--- config.mk ---
export PLATFORM = sky130hd
export DESIGN_NAME = pc_fetch_ctrl
export DESIGN_NICKNAME = d
export VERILOG_FILES = /design/src/rtl/pc_fetch_pkg.sv /design/src/rtl/pc_next_calc.sv /design/src/rtl/pc_fetch_ctrl.sv
export SDC_FILE = /design/constraint.sdc
export NUM_CORES = 1
export LEC_CHECK = 0
export CORE_MARGIN = 1
export CORE_UTILIZATION = 25
export DETAILED_ROUTE_END_ITERATION = 12
export HOLD_SLACK_MARGIN = 0.15
export PLACE_DENSITY = 0.52
export REMOVE_ABC_BUFFERS = 1
export SYNTH_ARGS = -nofsm -noshare
export SYNTH_HDL_FRONTEND = slang
export SYNTH_SLANG_ARGS = --single-unit
--- constraint.sdc ---
create_clock -name clk -period 4.8 [get_ports clk]
set_input_delay 0.72 -clock clk [delete_from_list [all_inputs] [get_ports clk]]
set_output_delay 0.72 -clock clk [all_outputs]
set_load 0.05 [all_outputs]
--- src/rtl/pc_fetch_pkg.sv ---
// Shared types and constants for the multicycle fetch unit.
// The optional misaligned-branch-target check is enabled by defining
// MISALIGN_CHK_EN when compiling pc_fetch_ctrl.
package pc_fetch_pkg;

  // Fetch sequencer states. HALT is only reachable when the misalignment
  // check is compiled in.
  typedef enum logic [2:0] {
    IDLE = 3'd0,
    REQ  = 3'd1,
    WAIT = 3'd2,
    HOLD = 3'd3,
    HALT = 3'd4
  } fetch_state_e;

  // Sequential PC increment: one 32-bit instruction word per fetch.
  localparam int PC_STEP = 4;

endpackage

--- src/rtl/pc_next_calc.sv ---
// Combinational next-PC selection for the fetch unit.
// Produces either the sequential successor (PC + PC_STEP) or the branch
// target (PC + ImmOp). Both sums are ADDR_WIDTH bits wide and wrap modulo
// 2^ADDR_WIDTH. Also flags a branch target that is not word aligned.
module pc_next_calc
  import pc_fetch_pkg::*;
#(
  parameter int ADDR_WIDTH = 8
) (
  input  logic [ADDR_WIDTH-1:0] pc,
  input  logic [ADDR_WIDTH-1:0] imm,
  input  logic                  pcsrc,
  output logic [ADDR_WIDTH-1:0] next_pc,
  output logic                  misalign
);

  logic [ADDR_WIDTH-1:0] seq_pc;
  logic [ADDR_WIDTH-1:0] branch_pc;

  // imm is two's complement, so a plain modular add covers backward
  // branches as well; the carry out is intentionally dropped.
  assign seq_pc    = pc + ADDR_WIDTH'(PC_STEP);
  assign branch_pc = pc + imm;

  assign next_pc  = pcsrc ? branch_pc : seq_pc;

  // Only a taken branch can land off a word boundary; the sequential path
  // preserves alignment by construction.
  assign misalign = pcsrc && (branch_pc[1:0] != 2'b00);

endmodule

--- src/rtl/pc_fetch_ctrl.sv ---
// Multicycle instruction fetch sequencer.
// Holds the PC, issues one ROM read per instruction, hands the fetched word
// to decode over a valid/ready handshake and advances the PC only when
// decode accepts. A read that is not acknowledged within TIMEOUT WAIT cycles
// is re-issued at the same PC.
// Optional feature: define MISALIGN_CHK_EN to trap taken branches whose
// target is not word aligned (sticky err, terminal HALT state until rst).
module pc_fetch_ctrl
  import pc_fetch_pkg::*;
#(
  parameter int ADDR_WIDTH = 8,
  parameter int DATA_WIDTH = 32,
  parameter int TIMEOUT    = 7
) (
  input  logic                  clk,
  input  logic                  rst,
  input  logic                  PCsrc,
  input  logic [ADDR_WIDTH-1:0] ImmOp,
  output logic                  mem_req,
  output logic [ADDR_WIDTH-1:0] mem_addr,
  input  logic                  mem_ack,
  input  logic [DATA_WIDTH-1:0] mem_rdata,
  output logic [DATA_WIDTH-1:0] instr,
  output logic                  instr_valid,
  input  logic                  instr_ready,
  output logic [ADDR_WIDTH-1:0] PC,
  output logic                  err
);

  // Timer counts completed WAIT cycles, 0 .. TIMEOUT-1.
  localparam int TIMER_W = (TIMEOUT > 1) ? $clog2(TIMEOUT) : 1;
  localparam logic [TIMER_W-1:0] TIMER_LAST = TIMER_W'(TIMEOUT - 1);

`ifdef MISALIGN_CHK_EN
  localparam bit CHK_EN = 1'b1;
`else
  localparam bit CHK_EN = 1'b0;
`endif

  fetch_state_e          state_q, state_d;
  logic [TIMER_W-1:0]    timer_q, timer_d;
  logic [ADDR_WIDTH-1:0] pc_q, pc_d;
  logic [DATA_WIDTH-1:0] instr_q, instr_d;
  logic                  valid_q, valid_d;
  logic                  err_q, err_d;

  logic [ADDR_WIDTH-1:0] next_pc;
  logic                  misalign;
  logic                  bad_target;

  pc_next_calc #(
    .ADDR_WIDTH (ADDR_WIDTH)
  ) u_next (
    .pc       (pc_q),
    .imm      (ImmOp),
    .pcsrc    (PCsrc),
    .next_pc  (next_pc),
    .misalign (misalign)
  );

  // With the check compiled out this is constant 0, so HALT is unreachable
  // and err never leaves its reset value.
  assign bad_target = CHK_EN && misalign;

  // Next-state, timer, PC and holding-register update for the fetch FSM.
  always_comb begin
    // NOTE: every signal assigned here gets a default first so no path
    // leaves it unassigned and no latch is inferred.
    state_d = state_q;
    timer_d = timer_q;
    pc_d    = pc_q;
    instr_d = instr_q;
    valid_d = valid_q;
    err_d   = err_q;
    mem_req = 1'b0;

    case (state_q)
      IDLE: begin
        // One dead cycle after reset before the first read goes out.
        state_d = REQ;
      end

      REQ: begin
        mem_req = 1'b1;
        timer_d = '0;
        state_d = WAIT;
      end

      WAIT: begin
        // An ack in the timeout cycle still counts: the response wins over
        // the re-issue.
        if (mem_ack) begin
          instr_d = mem_rdata;
          valid_d = 1'b1;
          state_d = HOLD;
        end else if (timer_q == TIMER_LAST) begin
          state_d = REQ;
        end else begin
          timer_d = timer_q + TIMER_W'(1);
        end
      end

      HOLD: begin
        // mem_ack is ignored here: a stale or duplicate response must not
        // overwrite the word decode is looking at.
        if (instr_ready) begin
          valid_d = 1'b0;
          if (bad_target) begin
            err_d   = 1'b1;
            state_d = HALT;
          end else begin
            pc_d    = next_pc;
            state_d = REQ;
          end
        end
      end

      HALT: begin
        // Terminal until rst; nothing is requested or presented.
        state_d = HALT;
      end

      default: begin
        state_d = IDLE;
      end
    endcase
  end

  // State and datapath registers with synchronous active-high reset.
  always_ff @(posedge clk) begin
    // NOTE: sequential state uses non-blocking assignments so every
    // register samples the pre-edge values of its neighbours.
    if (rst) begin
      state_q <= IDLE;
      timer_q <= '0;
      pc_q    <= '0;
      // NOTE: the instruction holding register is reset too, since decode
      // may observe instr while instr_valid is low.
      instr_q <= '0;
      valid_q <= 1'b0;
      err_q   <= 1'b0;
    end else begin
      state_q <= state_d;
      timer_q <= timer_d;
      pc_q    <= pc_d;
      instr_q <= instr_d;
      valid_q <= valid_d;
      err_q   <= err_d;
    end
  end

  assign mem_addr    = pc_q;
  assign PC          = pc_q;
  assign instr       = instr_q;
  assign instr_valid = valid_q;
  assign err         = err_q;

endmodule

==> impl_metrics.tcl, run 1 <==
set metrics [dict create \
    cts_tree "built" \
    cp_slowest_stage_delay_ps 890 \
    drc_errors 0 \
    drt_iter0_drc 93 \
    clockRootBuffer "clkbuf_8" \
    syn_area_per_cell_um2 8.187 \
    post-route-min-period_ps 2847 \
    crit_required_ps 4080 \
    status "finished clean" \
    grt_pass1_vias 1929 \
    grt_use_total_pct 12.11 \
    syn_to_final_growth_pct 45.46 \
    initial_core_util_pct 25.91 \
    path_max_fanout 10 \
    drtAntennaViolNets 0 \
    internal-power_mw 0.6127 \
    synthCells 276 \
    hpwlAfterDp_mm 4.179 \
    cts.sinks 47 \
    ys_async_sr_fraction_pct 0 \
    num_antenna_cells 0 \
    gp_congestion 0.8110 \
    clk_latency_ps 290 \
    core_region_area_um2 8721 \
    syn_area_um2 2260 \
    power_density_nw_per_um2 260.9 \
    start_kind "flop" \
    hold_start "instr[9]$_SDFFE_PP0N_" \
    worstPathCellList "nor3b_1, clkdlybuf4s50_1" \
    rows 34 \
    die_h_um 97.07 \
    fmax_ghz 0.3513 \
    p_sw_mw 0.2449 \
    critical_path_class "flop to output pin" \
    fillers 901 \
    crit_arrival_ps 2130 \
    peakVddDrop_mv 0.1085 \
    p_leak_nw 1.172 \
    grt_pass1_wl_mm 9.356 \
    synth_enable_flop_cells 0 \
    first_pass_iters 4 \
    holdBufCountCts 0 \
    grt-ovfl-total 0 \
    final-hold-violation-count 0 \
    ys.flop_type "dfxtp_1" \
    synth-seq-cells 47 \
    drv_slew 0 \
    yosysSeqAreaShare_pct 41.64 \
    portBuffers 94 \
    comb_power_share_pct 21.2 \
    via_count 2101 \
    endpoint_kind "output pin" \
    fin_nets 410 \
    hp-class "flop to flop" \
    die_w_um 97.07 \
    grt_max_degree 49 \
    post-route-util_pct 37.69 \
    viasPerCell 4.538 \
    dieArea_um2 9423 \
    p_sw_share_pct 28.56 \
    io_pins 96 \
    r2r_slack_ps 2880 \
    post_cts_buffers 0 \
    yosys_warnings 0 \
    clk_pin_slew_ps 90 \
    wl_per_cell_um 12.55 \
    clock_path_buffers 2 \
    final_common_cell "clkdlybuf4s50_1" \
    mostFrequentLayoutCells "clkdlybuf4s50_1 (93), nand2_1 (73), dfxtp_1 (47)" \
    drv_cap 0 \
    timing.slew.headroom_pct 36.33 \
    tightestPinTransition_ps 955.0 \
    seq_power_share_pct 48.4 \
    htree_levels 2 \
    antenna_found_initial 0 \
    fin_crit_sh_pct 59.30 \
    cts_resized 0 \
    cts_buffers 5 \
    fin_skew_ps 5.457 \
    rsz0062_at_grt "no" \
    r2r-start "PC[0]$_SDFFE_PP0P_" \
    ys_types 45 \
    wl_mm 5.811 \
    drive_gt1_share_pct 4.507 \
    slowest_stage "clkdlybuf4s50_1" \
    worstSetupStartpoint "state_q[0]$_SDFFE_PP0P_" \
    tns_ps 0 \
    clkPwrFrac_pct 30.4 \
    finalSetupViolCount 0 \
]
## synthesized netlist by cell type (all sizes together), types with 3 or more instances
| library cell | count | share of area [%] |
|---|---|---|
| a21oi | 45 | 10 |
| nand2 | 73 | 12 |
| clkbuf | 7 | 1.2 |
| a31oi | 5 | 1.4 |
| inv | 4 | 0.66 |
| dfxtp | 47 | 42 |
| o21ai | 4 | 1.1 |
| a211oi | 4 | 1.3 |
| buf | 18 | 5.9 |
| nor3 | 4 | 0.89 |
| xor2 | 4 | 1.6 |
| nor2 | 15 | 2.5 |
| nand3 | 4 | 0.89 |
| ha | 10 | 5.5 |
| nor3b | 3 | 1.0 |
## power by group through the flow
stage          Combinational (mW)  Clock [mW]  Sequential, mW
2_1_floorplan              0.0545           0           0.466
3_3_place_gp                0.183           0           0.424
3_5_place_dp                0.183           0           0.425
4_1_cts                     0.184       0.275           0.415
5_1_grt                     0.195       0.292           0.418
6_report                    0.182       0.261           0.415
## critical path: cells and delay by family (launching register included)
family | cells | cell delay, ps
buffers and inverters | 1 | 890
DFF | 1 | 490
and+or+nand+nor | 1 | 460
## stage by stage
step | power (mW) | instance area, um^2 | instances | hold WS (ps) | worst slack [ps]
4_1_cts | 0.8742 | 3287 | 463 | 459.8 | 1940
3_3_place_gp | 0.6067 | 3187 | 455 | 441.8 | 2121
3_5_place_dp | 0.6078 | 3187 | 455 | 447.3 | 2088
6_report | 0.8576 | 3287 | 463 | 454.9 | 1953
2_1_floorplan | 0.5208 | 2101 | 251 | 494.7 | 2307
5_1_grt | 0.9044 | 3287 | 463 | 473.3 | 1776
## sequential cells by signal, indices dropped and copies added (netlist names)
register and flops:
state_q 3, instr_valid 1, timer_q 3, instr 32, PC 8
## worst paths after layout
path	cells after the start	to
worst max-delay path	2	mem_req
worst min-delay path	2	instr[9]$_SDFFE_PP0N_
worst min register to register	2	instr[9]$_SDFFE_PP0N_
worst max register to register	7	PC[4]$_SDFFE_PP0P_
## routing by layer
metal,part of all wire [%],routed length [um],GRT usage [%],up-vias
li1,-,-,-,1086
met1,46,2677,15.03,969
met2,48,2818,20.80,40
met3,4.0,232,3.022,6
met4,1.4,82,3.215,0
met5,0,0,0,-
## kinds of logic after synthesis
group | after synthesis | synth area share (%)
and+or+nand+nor | 110 | 21.59
AOI/OAI and AO/OA | 71 | 19.71
DFF | 47 | 41.64
buffers and inverters | 29 | 7.696
adders and majority gates | 11 | 6.423
xor gates and xnor gates | 6 | 2.326
other | 1 | 0.1660
muxes | 1 | 0.4430
## layout make-up
type / count / area (um^2) / share of cell area [%]
Clock buffer: 8 / 100.1 / 3.045
Tap cell: 108 / 135.1 / 4.111
Inverter: 4 / 15.01 / 0.4568
Sequential cell: 47 / 940.9 / 28.63
Multi-Input combinational cell: 200 / 1145 / 34.83
Timing Repair Buffer: 96 / 950.9 / 28.93
Power figures use the tool's default switching activity.
==> run 2, diff against run 1 <==
- clock period: 4.8 -> 2.85 ns (I/O delays scaled with it)
==> impl_metrics.tcl, run 2 (synthesis gave the netlist of run 1 again) <==
set metrics [dict create \
    status "finished clean" \
    grt_pass1_vias 1968 \
    gp_congestion 0.7707 \
    htree_levels 2 \
    r2r-start "PC[0]$_SDFFE_PP0P_" \
    drtAntennaViolNets 0 \
    first_pass_iters 4 \
    p_leak_nw 1.189 \
    final-hold-violation-count 0 \
    drv_cap 0 \
    antenna_found_initial 0 \
    finalSetupViolCount 0 \
    grt_pass1_wl_mm 9.908 \
    r2r_slack_ps 940 \
    clock_path_buffers 2 \
    rsz0062_at_grt "no" \
    drt_iter0_drc 92 \
    wl_mm 5.909 \
    clk_latency_ps 290 \
    critical_path_class "flop to output pin" \
    reg2reg_depth 7 \
    cts_buffers 5 \
    path_max_fanout 10 \
    num_antenna_cells 0 \
    die_w_um 97.07 \
    clkPwrFrac_pct 30.8 \
    crit_arrival_ps 2150 \
    drive_gt1_share_pct 5.307 \
    crit_required_ps 2420 \
    grt-ovfl-total 0 \
    stdcell_count 466 \
    largest_reg_flops 32 \
    endpoint_kind "output pin" \
    numPlacedInstances 458 \
    fin_skew_ps 3.169 \
    endpoint "mem_req" \
    clockRootBuffer "clkbuf_8" \
    fin_nets 413 \
    rows 34 \
    grt_max_degree 42 \
    initial_core_util_pct 25.91 \
    p_sw_share_pct 29.01 \
    cts_resized 0 \
    r2r-end "PC[4]$_SDFFE_PP0P_" \
    die_h_um 97.07 \
    io_pins 96 \
    cts_tree "built" \
    post-route-min-period_ps 2578 \
    internal-power_mw 1.037 \
    comb_power_share_pct 21.4 \
    dieArea_um2 9423 \
    syn_to_final_growth_pct 47.01 \
    power_density_nw_per_um2 439.6 \
    hpwlAfterDp_mm 4.206 \
    clk_pin_slew_ps 90 \
    drv_slew 0 \
    hp-class "flop to flop" \
    fmax_ghz 0.3879 \
    start_kind "flop" \
    post_cts_buffers 0 \
    hold_start "instr[4]$_SDFFE_PP0N_" \
    portBuffers 94 \
    timing.slew.headroom_pct 45.93 \
    seq_power_share_pct 47.9 \
    drc_errors 0 \
    final_common_cell "clkdlybuf4s50_1" \
    fin_crit_sh_pct 90.45 \
    mostFrequentLayoutCells "clkdlybuf4s50_1 (93), nand2_1 (73), dfxtp_1 (47)" \
    worstSetupStartpoint "state_q[0]$_SDFFE_PP0P_" \
    holdBufCountCts 0 \
    p_sw_mw 0.4237 \
    tns_ps 0 \
    wl_per_cell_um 12.68 \
    core_region_area_um2 8721 \
    grt_use_total_pct 12.70 \
    tightestPinTransition_ps 811.1 \
    fillers 885 \
    via_count 2098 \
    peakVddDrop_mv 0.2308 \
    cts.sinks 47 \
    viasPerCell 4.502 \
]
## run 2: cell count changes in the layout (fill, tap and decap cells not counted), sizes merged
cell | previous run | this run
buf | 3 | 6
## run 2: area by class of cell
class	instances	area (um^2)	area share [%]
inverter	4	15.01	0.4520
sequential	47	940.9	28.32
tap	108	135.1	4.068
timing repair buffer	99	985.9	29.68
clock buffer	8	100.1	3.013
multi-input combinational	200	1145	34.46
## run 2: worst max-delay path, cell delays in order, from the launching register on
cell,delay (ps)
dfxtp_1,490
nor3b_1,470
clkdlybuf4s50_1,900
## run 2: per-layer routing
layer	track usage, %	part of all wire [%]	vias up
met2	20.75	48	57
met4	4.248	1.3	0
met1	16.61	47	943
met5	0	0	-
li1	-	-	1092
met3	2.662	4.3	6
## run 2: worst min-delay path by stage
| stage | to | slack (ps) | depth (start not counted) |
|---|---|---|---|
| after floorplan | PC[4]$_SDFFE_PP0P_ | 490 | 1 |
| after global placement | instr[30]$_SDFFE_PP0N_ | 440 | 2 |
| after detailed placement | instr[28]$_SDFFE_PP0N_ | 450 | 2 |
| after CTS | instr[13]$_SDFFE_PP0N_ | 460 | 2 |
| after global routing | instr[28]$_SDFFE_PP0N_ | 480 | 2 |
| final | instr[4]$_SDFFE_PP0N_ | 460 | 2 |
## run 2: per-stage QoR
| stage | cell area (um^2) | hold WS (ps) | util (%) | worst slack [ps] | total power, mW |
|---|---|---|---|---|---|
| floorplan | 2101 | 493.7 | - | 527.1 | 0.8771 |
| global placement | 3222 | 441.8 | 36.94 | 453.0 | 1.028 |
| detailed placement | 3222 | 446.5 | 36.94 | 426.1 | 1.028 |
| CTS | 3322 | 458.8 | 38.09 | 242.9 | 1.482 |
| global route | 3322 | 483.7 | 38.09 | 143.6 | 1.543 |
| finish | 3322 | 458.4 | 38.09 | 272.2 | 1.460 |
## run 2: power groups by stage
stage,logic [mW],clock network [mW],registers [mW]
2_1_floorplan,0.0918,0,0.785
3_3_place_gp,0.314,0,0.714
3_5_place_dp,0.313,0,0.715
4_1_cts,0.315,0.468,0.699
5_1_grt,0.335,0.504,0.704
6_report,0.312,0.449,0.699
